## config.mk

```make
export PLATFORM = sky130hd
export DESIGN_NAME = bp_cce_spec_resolver
export DESIGN_NICKNAME = d
export VERILOG_FILES = /design/src/rtl/bp_cce_spec_resolver.sv
export SDC_FILE = /design/constraint.sdc
export NUM_CORES = 1
export LEC_CHECK = 0
export BUFFER_PORTS_ARGS = -buffer_cell sky130_fd_sc_hd__clkbuf_2
export CORE_ASPECT_RATIO = 1.1
export CORE_MARGIN = 2
export CORE_UTILIZATION = 38
export CTS_BUF_LIST = sky130_fd_sc_hd__clkbuf_4 sky130_fd_sc_hd__clkbuf_8 sky130_fd_sc_hd__clkbuf_16
export CTS_CLUSTER_SIZE = 8
export DETAILED_ROUTE_END_ITERATION = 10
export GPL_ROUTABILITY_DRIVEN = 0
export PLACE_DENSITY = 0.85
export RECOVER_POWER = 50
export SYNTH_ARGS = -nofsm -noshare
export SYNTH_HDL_FRONTEND = slang
export SYNTH_SLANG_ARGS = --single-unit
```

## constraint.sdc

```tcl
create_clock -name clk_i -period 1.5 [get_ports clk_i]
set_input_delay 0.3 -clock clk_i [delete_from_list [all_inputs] [get_ports clk_i]]
set_output_delay 0.3 -clock clk_i [all_outputs]
set_load 0.05 [all_outputs]
```

## src/rtl/bp_cce_spec_resolver.sv

```systemverilog
// bp_cce_spec_resolver: resolves memory responses against CCE speculation bits, then clears the metadata
module bp_cce_spec_resolver #(
  parameter int addr_width_p      = 40,
  parameter int coh_state_width_p = 3,
  parameter int cnt_width_p       = 16,
  localparam int spec_width_lp    = 3 + coh_state_width_p
) (
  input  logic                         clk_i,
  input  logic                         reset_i,
  input  logic                         mem_resp_v_i,
  output logic                         mem_resp_ready_o,
  input  logic [addr_width_p-1:0]      mem_resp_addr_i,
  input  logic [coh_state_width_p-1:0] mem_resp_state_i,
  output logic                         spec_r_v_o,
  output logic [addr_width_p-1:0]      spec_r_addr_o,
  output logic                         spec_r_addr_bypass_o,
  input  logic [spec_width_lp-1:0]     spec_i,
  output logic                         spec_w_v_o,
  output logic [addr_width_p-1:0]      spec_w_addr_o,
  output logic                         spec_w_addr_bypass_o,
  output logic                         spec_v_o,
  output logic                         squash_v_o,
  output logic                         fwd_mod_v_o,
  output logic                         state_v_o,
  output logic [spec_width_lp-1:0]     spec_o,
  output logic                         resp_v_o,
  input  logic                         resp_yumi_i,
  output logic [addr_width_p-1:0]      resp_addr_o,
  output logic [coh_state_width_p-1:0] resp_state_o,
  output logic                         resp_spec_o,
  output logic [cnt_width_p-1:0]       squash_cnt_o
);
  localparam logic [1:0] e_ready  = 2'd0;
  localparam logic [1:0] e_lookup = 2'd1;
  localparam logic [1:0] e_send   = 2'd2;
  localparam logic [1:0] e_clear  = 2'd3;
  logic [1:0] state_q, state_d;
  logic [addr_width_p-1:0] addr_q;
  logic [coh_state_width_p-1:0] req_state_q, resp_state_q;
  logic resp_spec_q;
  logic [cnt_width_p-1:0] cnt_q, cnt_d;
  logic rd_spec, rd_squash, rd_fwd_mod, squash;
  logic [coh_state_width_p-1:0] rd_state;
  assign rd_spec    = spec_i[spec_width_lp-1];
  assign rd_squash  = spec_i[spec_width_lp-2];
  assign rd_fwd_mod = spec_i[spec_width_lp-3];
  assign rd_state   = spec_i[coh_state_width_p-1:0];
  assign squash     = rd_spec & rd_squash;
  always_comb begin
    state_d = (state_q == e_ready)  ? (mem_resp_v_i ? e_lookup : e_ready)
            : (state_q == e_lookup) ? (squash ? e_clear : e_send)
            : (state_q == e_send)   ? (resp_yumi_i ? (resp_spec_q ? e_clear : e_ready) : e_send)
            : e_ready;
    cnt_d = (state_q == e_lookup && squash && ~&cnt_q) ? cnt_q + cnt_width_p'(1) : cnt_q;
  end
  always_ff @(posedge clk_i) begin
    if (reset_i) begin
      state_q      <= e_ready;
      addr_q       <= '0;
      req_state_q  <= '0;
      resp_state_q <= '0;
      resp_spec_q  <= 1'b0;
      cnt_q        <= '0;
    end else begin
      state_q <= state_d;
      cnt_q   <= cnt_d;
      if (state_q == e_ready && mem_resp_v_i) begin
        addr_q      <= mem_resp_addr_i;
        req_state_q <= mem_resp_state_i;
      end
      if (state_q == e_lookup) begin
        resp_state_q <= (rd_spec & rd_fwd_mod) ? rd_state : req_state_q;
        resp_spec_q  <= rd_spec;
      end
    end
  end
  assign mem_resp_ready_o     = state_q == e_ready;
  assign spec_r_v_o           = state_q == e_lookup;
  assign spec_r_addr_o        = addr_q;
  assign spec_r_addr_bypass_o = 1'b0;
  assign spec_w_v_o           = state_q == e_clear;
  assign spec_w_addr_o        = addr_q;
  assign spec_w_addr_bypass_o = 1'b0;
  assign spec_v_o             = spec_w_v_o;
  assign squash_v_o           = spec_w_v_o;
  assign fwd_mod_v_o          = spec_w_v_o;
  assign state_v_o            = 1'b0;
  assign spec_o               = '0;
  assign resp_v_o             = state_q == e_send;
  assign resp_addr_o          = addr_q;
  assign resp_state_o         = resp_state_q;
  assign resp_spec_o          = resp_spec_q;
  assign squash_cnt_o         = cnt_q;
endmodule

```

## After elaboration in Yosys (flattened, before gate mapping)

Cells that the tools add are included.

| word-level totals | value |
|---|---|
| register bits | 65 |
| bits in latches | 0 |
| RAM bits | 0 |
| memory bits (read-only) | 0 |
| input port bits | 53 |
| word-level logic and storage cells | 26 |
| memories | 0 |

| cells by class | value |
|---|---|
| add/subtract/negate cells | 1 |
| multipliers | 0 |
| divide/modulo/power cells | 0 |
| magnitude comparators | 0 |
| eq/ne operators | 3 |
| shift-type cells | 0 |
| muxes and demuxes | 8 |
| bitwise logic cells | 2 |
| reduce and logical (&&, ||, !) cells | 6 |

Operators with widths:

| kind | count |
|---|---|
| adder 16 x 1 -> 16 bit, second input constant | 1 |
| AND reduction 16 bit | 1 |
| 2-to-1 mux 2 bit | 5 |
| == test 2 bit, second input constant | 2 |
| logical AND 1 bit | 3 |
| 2-to-1 mux 3 bit | 1 |
| bitwise AND 1 bit | 2 |
| == test 2 x 1 -> 1 bit, second input constant | 1 |
| zero test 2 bit | 1 |
| 2-to-1 mux 1 bit | 2 |
| zero test 1 bit | 1 |

## Longest topological paths before layout

Gate-level depths: netlist of run 1.

| depth | value |
|---|---|
| depth in word-level cells | 5 |
| mapped depth | 7 |
| gate-level depth less buffers | 5 |

## Worst setup path after synthesis of run 1

OpenSTA, ideal clock, no wires.

| path | value |
|---|---|
| path type | flip-flop to flip-flop |
| start point | register cnt_q[0], in the netlist squash_cnt_o[0] |
| end point | register cnt_q[5], in the netlist squash_cnt_o[5] |
| arrival | 2.028 ns |
| setup slack | -0.598 ns |
| stages on the path, launching flop included | 8 |
| path buffers | 2 |
| period minus slack after synthesis | 2.098 ns |
| path through | dfxtp_1 ha_1 nand4_1 nor4_1 buf_2 buf_4 o21ai_0 a21oi_1 |

| between the ends | value |
|---|---|
| word-level cells in the longest chain between the ends | 3 |
| elaborated cells on any way between the ends | 4 |
| classes of those cells | add/sub (1); reduce/logical (3) |

RTL lines:

| item | RTL line | RTL |
|---|---|---|
| start: declaration | 41 | `logic [cnt_width_p-1:0] cnt_q, cnt_d;` |
| start signal: assignment | 66 | `cnt_q <= cnt_d;` |
| branches (longest 3 deep; another with adder 16 x 1 -> 16 bit) | - |  |

Parallel ways; which one is timed is not known.
A chain may end at the register's enable or synchronous reset.

## Final worst setup path of run 1

| path | value |
|---|---|
| start point | register state_q[0] |
| end point | register cnt_q[3], in the netlist squash_cnt_o[3] |

| between the ends | value |
|---|---|
| word-level cells in the longest chain between the ends | 3 |

RTL lines:

| item | RTL line | RTL |
|---|---|---|
| start: declaration | 37 | `logic [1:0] state_q, state_d;` |
| start signal: assignment | 58 | `state_q <= e_ready;` |
| start signal: assignment | 65 | `state_q <= state_d;` |
| == test 2 x 1 -> 1 bit | 54 | `cnt_d = (state_q == e_lookup && squash && ~&cnt_q) ? cnt_q + cnt_width_p'(1) : cnt_q;` |
| logical AND 1 bit (2 in a row) | 54 |  |

No other way between the ends.

==> results of run 1 <==
## per-layer routing
| metal | GRT usage | wire length [um] |
|---|---|---|
| met1 | 0.204 | 3780 |
| met2 | 0.312 | 4690 |
| met3 | 0.0396 | 639 |
| met4 | 0.0723 | 202 |
| met5 | 0 | 0 |
## sequential cells by signal (all words and copies together), names as in the netlist
signal and count:
resp_spec_o 1, req_state_q 3, resp_addr_o 40, squash_cnt_o 16
resp_state_o 3, state_q 2
## through the flow
step | utilization | hold WS (ns) | cells | total power [mW]
after floorplan | - | 0.436 | 414 | 3.22
after global placement | 0.482 | 0.447 | 646 | 3.38
after detailed placement | 0.482 | 0.457 | 646 | 3.40
after CTS | 0.529 | 0.161 | 671 | 4.94
after global routing | 0.548 | 0.183 | 678 | 5.12
final | 0.548 | 0.184 | 678 | 4.91
## worst min-delay path: cells and delay by family
kind	cells	cell delay, ns
AND/OR/NAND/NOR	1	0.04
buffers and inverters	1	0.08
AO/OA/AOI/OAI	1	0.05
## final cells by class
class	count	area, sq um
Inverter	3	11.3
Sequential cell	65	1360
Clock buffer	14	203
Clock inverter	1	5.00
Timing Repair Buffer	250	1500
Tap cell	111	139
Multi-Input combinational cell	234	1350
Fill cell	738	3760
## cells by family (layout without fill, tap and decap cells)
group	after synthesis	in the layout	share of synthesized area
adders and majority gates	1	1	0.00388
and+or+nand+nor	144	144	0.207
buffers and inverters	115	268	0.242
DFF	65	65	0.403
other	1	9	0.00116
AOI/OAI and AO/OA	79	79	0.140
muxes	1	1	0.00310
## Yosys cell counts
library cell / instances / area, sq um
a211oi_1: 1 / 7.51
a21oi_1: 57 / 285
nand3b_1: 1 / 7.51
or4_1: 8 / 60.1
mux2i_1: 1 / 10.0
nor2b_1: 2 / 12.5
and4b_1: 1 / 10.0
o31ai_1: 8 / 60.1
nand2b_1: 1 / 6.26
conb_1: 1 / 3.75
o311ai_0: 2 / 17.5
nor3_1: 2 / 10.0
ha_1: 1 / 12.5
or3_2: 1 / 7.51
nor4_1: 2 / 12.5
and3_1: 2 / 12.5
nand4_4: 1 / 21.3
and4_2: 1 / 10.0
o21ai_0: 3 / 15.0
and2_1: 2 / 12.5
nand2_1: 93 / 349
buf_2: 1 / 5.00
nand3_1: 10 / 50.1
or3_1: 3 / 18.8
a311oi_1: 4 / 35.0
o41ai_1: 2 / 17.5
inv_1: 3 / 11.3
or2_2: 1 / 6.26
buf_4: 93 / 698
a31oi_1: 2 / 12.5
nand4_1: 3 / 18.8
nor2_1: 9 / 33.8
dfxtp_1: 65 / 1300
nand4b_1: 1 / 8.76
clkbuf_1: 18 / 67.6
## what timing repair did
action / in CTS / in global routing
setup buffers: 9 / 7
cloned: 1 / 0
pin swaps: 13 / 15
resized for setup: 28 / 33
endpoints found under the setup margin: 21 / 17
hold buffers: 0 / 0
## cells in the final DEF (no fill, tap or decap), drive strengths merged, types with 2 or more instances in the layout
cell type / count
clkbuf: 208
nand2: 93
dfxtp: 65
a21oi: 57
buf: 56
nand3: 10
conb: 9
nor2: 9
o31ai: 8
or4: 8
a311oi: 4
nand4: 4
or3: 4
inv: 3
o21ai: 3
a31oi: 2
nor2b: 2
and2: 2
nor4: 2
and3: 2
nor3: 2
o311ai: 2
o41ai: 2
## power breakdown
| group | internal, mW | leakage, nW | switching (mW) |
|---|---|---|---|
| logic | 0.336 | 1.56 | 1.19 |
| clock network | 0.874 | 0.110 | 0.648 |
| registers | 1.79 | 0.544 | 0.0818 |
| total | 3.00 | 2.21 | 1.91 |
## how the worst max path moves through the flow
| stage | cells past startpoint | to | slack [ns] |
|---|---|---|---|
| 2_1_floorplan | 4 | squash_cnt_o[13] | -0.14 |
| 3_3_place_gp | 7 | squash_cnt_o[14] | -0.08 |
| 3_5_place_dp | 7 | squash_cnt_o[14] | -0.16 |
| 4_1_cts | 6 | squash_cnt_o[11] | -0.09 |
| 5_1_grt | 7 | squash_cnt_o[14] | -0.19 |
| 6_report | 5 | squash_cnt_o[3] | -0.16 |
==> reports/qor.yml, run 1 <==
min_from: "mem_resp_addr_i[7]"
core_sq_mm: 0.00832
cp_slowest_stage_delay_ns: 0.53
cts_sinks: 65
cts_buffer_depth: 2
violations: "negative setup slack"
power.leakage_nw: 2.21
crit_top_cell: "buf_4"
ys_ff_latch: 65
slew_viol_final: 0
finalHoldViolCount: 0
design_area_sq_mm: 0.00456
grt_first_pass_wirelength_um: 13000
io_pins: 209
ctsRootBufferMaster: "clkbuf_8"
netlist_instances: 406
crit_required_ns: 1.76
setup_slack_ns: -0.165
die_h_um: 101
min_to: "resp_addr_o[7]"
synth_cell_types: 35
cp_slowest_cell: "or4_4"
initialDrtViolationCount: 71
fin_crit_sh: 1.11
nets: 617
fin_worst_skew_ns: 0.0101
via_per_inst: 4.75
grtUsageTotal: 0.175
drcViolationCount: 0
grt_remaining_overflow: 0
placed_area_sq_mm: 0.00401
clk_transition_reported_paths_ns: 0.07
num_rows: 35
synth-seq-area-share: 0.403
cts_tree: "done"
clk_latency_ns: 0.33
fin_setup_tns_ns: -1.50
cts_max_level: 3
path_delay_family: "simple AND/OR/NAND/NOR gates"
cts_made_buffers: 9
p_per_area_mw_per_mm2: 1080
drive_gt1_frac: 0.552
r2r_setup_slack_ns: -0.16
die_x_um: 91.9
critical_path_arrival_ns: 1.92
yosysWarnings: 0
min_path_cells: 3
clock.fmax_mhz: 601
grt_max_degree: 40
path_max_fanout: 5
cp-end-kind: "register"
syn_to_final_growth_pct: 41.4
setup_viol: 20
outcome: "complete, but fails checks"
hpwlAfterDp_um: 6370
syn_area_per_cell_sq_um: 7.95
vias: 3223
die_area_sq_mm: 0.00925
drt_wl_total_um: 9310
antenna_cells: 0
finalCriticalPeriod_ns: 1.66
wl_per_cell_um: 13.7
crit_type: "register to register"
worstReg2RegStart: "state_q[0]"
cp-start-kind: "register"
irDropWorstVdd_mv: 0.514
pre_cts_ws_ns: -0.160
cap_viol_max_count: 0
crit_buf_inv: 2
r2r_end: "squash_cnt_o[3]"
ff2ff_path_depth: 5
critPathLaunch: "state_q[0]"
detail-route-antenna-nets: 0
rsz0062_at_grt: "yes"
initial_core_util: 0.388
hold_class: "input pin to register"
grt_antenna_before_repair: 0
dr.pass1.iters: 4
port-buffer-count: 199
netlist_area_sq_mm: 0.00323
worstPathCellList: "buf_4, nand4b_1, buf_4, or4_4, a21oi_2"
grt_pass1_vias: 2758
No activity file was read; power rests on OpenSTA's default activity.
==> run 2: changes to the inputs <==
==> constraint.sdc (replaced) <==
create_clock -name clk_i -period 1.5 [get_ports clk_i]
set_input_delay 0.075 -clock clk_i [delete_from_list [all_inputs] [get_ports clk_i]]
set_output_delay 0.075 -clock clk_i [all_outputs]
set_load 0.05 [all_outputs]
==> reports/qor.yml, run 2 (synthesized netlist as in run 1, its figures left out) <==
outcome: "complete, but fails checks"
violations: "negative setup slack"
placed_area_sq_mm: 0.00399
clk_transition_reported_paths_ns: 0.07
cts_made_buffers: 9
grt_remaining_overflow: 0
grtUsageTotal: 0.196
critPathLaunch: "squash_cnt_o[1]"
cts_buffer_depth: 2
irDropWorstVdd_mv: 0.633
core_sq_mm: 0.00832
ctsRootBufferMaster: "clkbuf_8"
cp-start-kind: "register"
clock.fmax_mhz: 618
antenna_cells: 0
cts_sinks: 65
largest_reg_flops: 40
ff2ff_path_depth: 6
worstReg2RegStart: "squash_cnt_o[1]"
crit_type: "register to register"
die_area_sq_mm: 0.00925
die_h_um: 101
cts_tree: "done"
design_area_sq_mm: 0.00468
finalHoldViolCount: 0
worstPathCellList: "ha_4, nand4_1, nor4_4, buf_4, or4_4, a21oi_2"
slew_viol_final: 0
cp_slowest_cell: "or4_4"
finalCriticalPeriod_ns: 1.62
num_rows: 35
critical_path_arrival_ns: 1.88
relSlewSlack: 0.534
grt_antenna_before_repair: 0
hold_class: "input pin to register"
setup_viol: 12
final_cell_mix: "clkbuf_2 (102), clkbuf_1 (97), nand2_1 (93)"
drive_gt1_frac: 0.332
grt_first_pass_wirelength_um: 14500
drcViolationCount: 0
clk_latency_ns: 0.34
via_per_inst: 4.76
dr.pass1.iters: 5
grt_max_degree: 38
post-route-util: 0.563
p_per_area_mw_per_mm2: 1050
wl_per_cell_um: 13.7
path_max_fanout: 6
rsz0062_at_grt: "yes"
power.leakage_nw: 2.03
power_mw: 4.90
initialDrtViolationCount: 84
r2r_setup_slack_ns: -0.12
crit_buf_inv: 1
layout_commonest_cell: "clkbuf_2"
fin_crit_sh: 1.08
worst-slew-pin-transition_ns: 0.701
grt_pass1_vias: 3133
detail-route-antenna-nets: 0
r2r_end: "squash_cnt_o[15]"
syn_to_final_growth_pct: 45.1
cap_viol_max_count: 0
drt_wl_total_um: 9840
crit_cells: 6
io_pins: 209
vias: 3422
nets: 657
path_delay_family: "simple AND/OR/NAND/NOR gates"
fin_setup_tns_ns: -0.742
cts_max_level: 3
cp-end-kind: "register"
cp_slowest_stage_delay_ns: 0.51
die_x_um: 91.9
fin_worst_skew_ns: 0.0102
endpoint: "squash_cnt_o[15]"
setup_slack_ns: -0.119
port-buffer-count: 199
crit_required_ns: 1.76
hpwlAfterDp_um: 6290
initial_core_util: 0.388
run 2: worst min path at each step:
stage                   startpoint               to  slack, ns  cells past startpoint
5_1_grt                  spec_i[1]  resp_state_o[1]       0.02                      3
6_report                 spec_i[0]  resp_state_o[0]       0.03                      3
4_1_cts                  spec_i[2]  resp_state_o[2]      0.005                      3
3_5_place_dp    mem_resp_addr_i[9]   resp_addr_o[9]       0.30                      3
2_1_floorplan  mem_resp_state_i[0]   req_state_q[0]       0.21                      2
3_3_place_gp   mem_resp_addr_i[25]  resp_addr_o[25]       0.30                      3
run 2: metrics by stage:
step	hold WS, ns	worst slack (ns)	instances
finish	0.0261	-0.119	719
detailed placement	0.303	-0.128	647
global route	0.0168	-0.150	719
CTS	0.00488	-0.0820	716
global placement	0.297	-0.0592	647
floorplan	0.211	-0.143	414
run 2: worst register-to-register path, delay by kind of cell (launching register included):
| family | cells | cell delay, ns |
|---|---|---|
| and+or+nand+nor | 3 | 0.72 |
| DFF | 1 | 0.35 |
| adders and majority gates | 1 | 0.16 |
| buffers and inverters | 1 | 0.16 |
| AOI/OAI and AO/OA | 1 | 0.16 |
run 2: repair_timing:
item | in CTS | in global routing
endpoints found under the setup margin | 12 | 16
hold buffers | 44 | 0
pin swaps | 8 | 12
buffers inserted | 8 | 3
hold endpoints to repair | 44 | 0
resized for setup | 10 | 12
gates cloned | 1 | 0
run 2: routing by layer:
metal	vias up	share of wire	GRT usage
met1	1563	0.39	0.211
met2	184	0.52	0.365
li1	1663	-	-
met3	12	0.077	0.0576
met4	0	0.010	0.0712
met5	-	0	0
run 2: where the power goes:
part / total (mW) / switching [mW] / leakage (nW) / internal, mW
registers: 1.87 / 0.0821 / 0.544 / 1.79
logic: 1.53 / 1.20 / 1.37 / 0.334
clock network: 1.49 / 0.662 / 0.107 / 0.827
run 2: area by class of cell:
| type | instances | area, sq um |
|---|---|---|
| flip-flops and latches | 65 | 1360 |
| well taps | 111 | 139 |
| clock buffers | 11 | 145 |
| clock inverters | 5 | 52.6 |
| inverters | 3 | 11.3 |
| multi-input cells | 234 | 1280 |
| repair buffers | 290 | 1700 |
| fillers | 776 | 3640 |
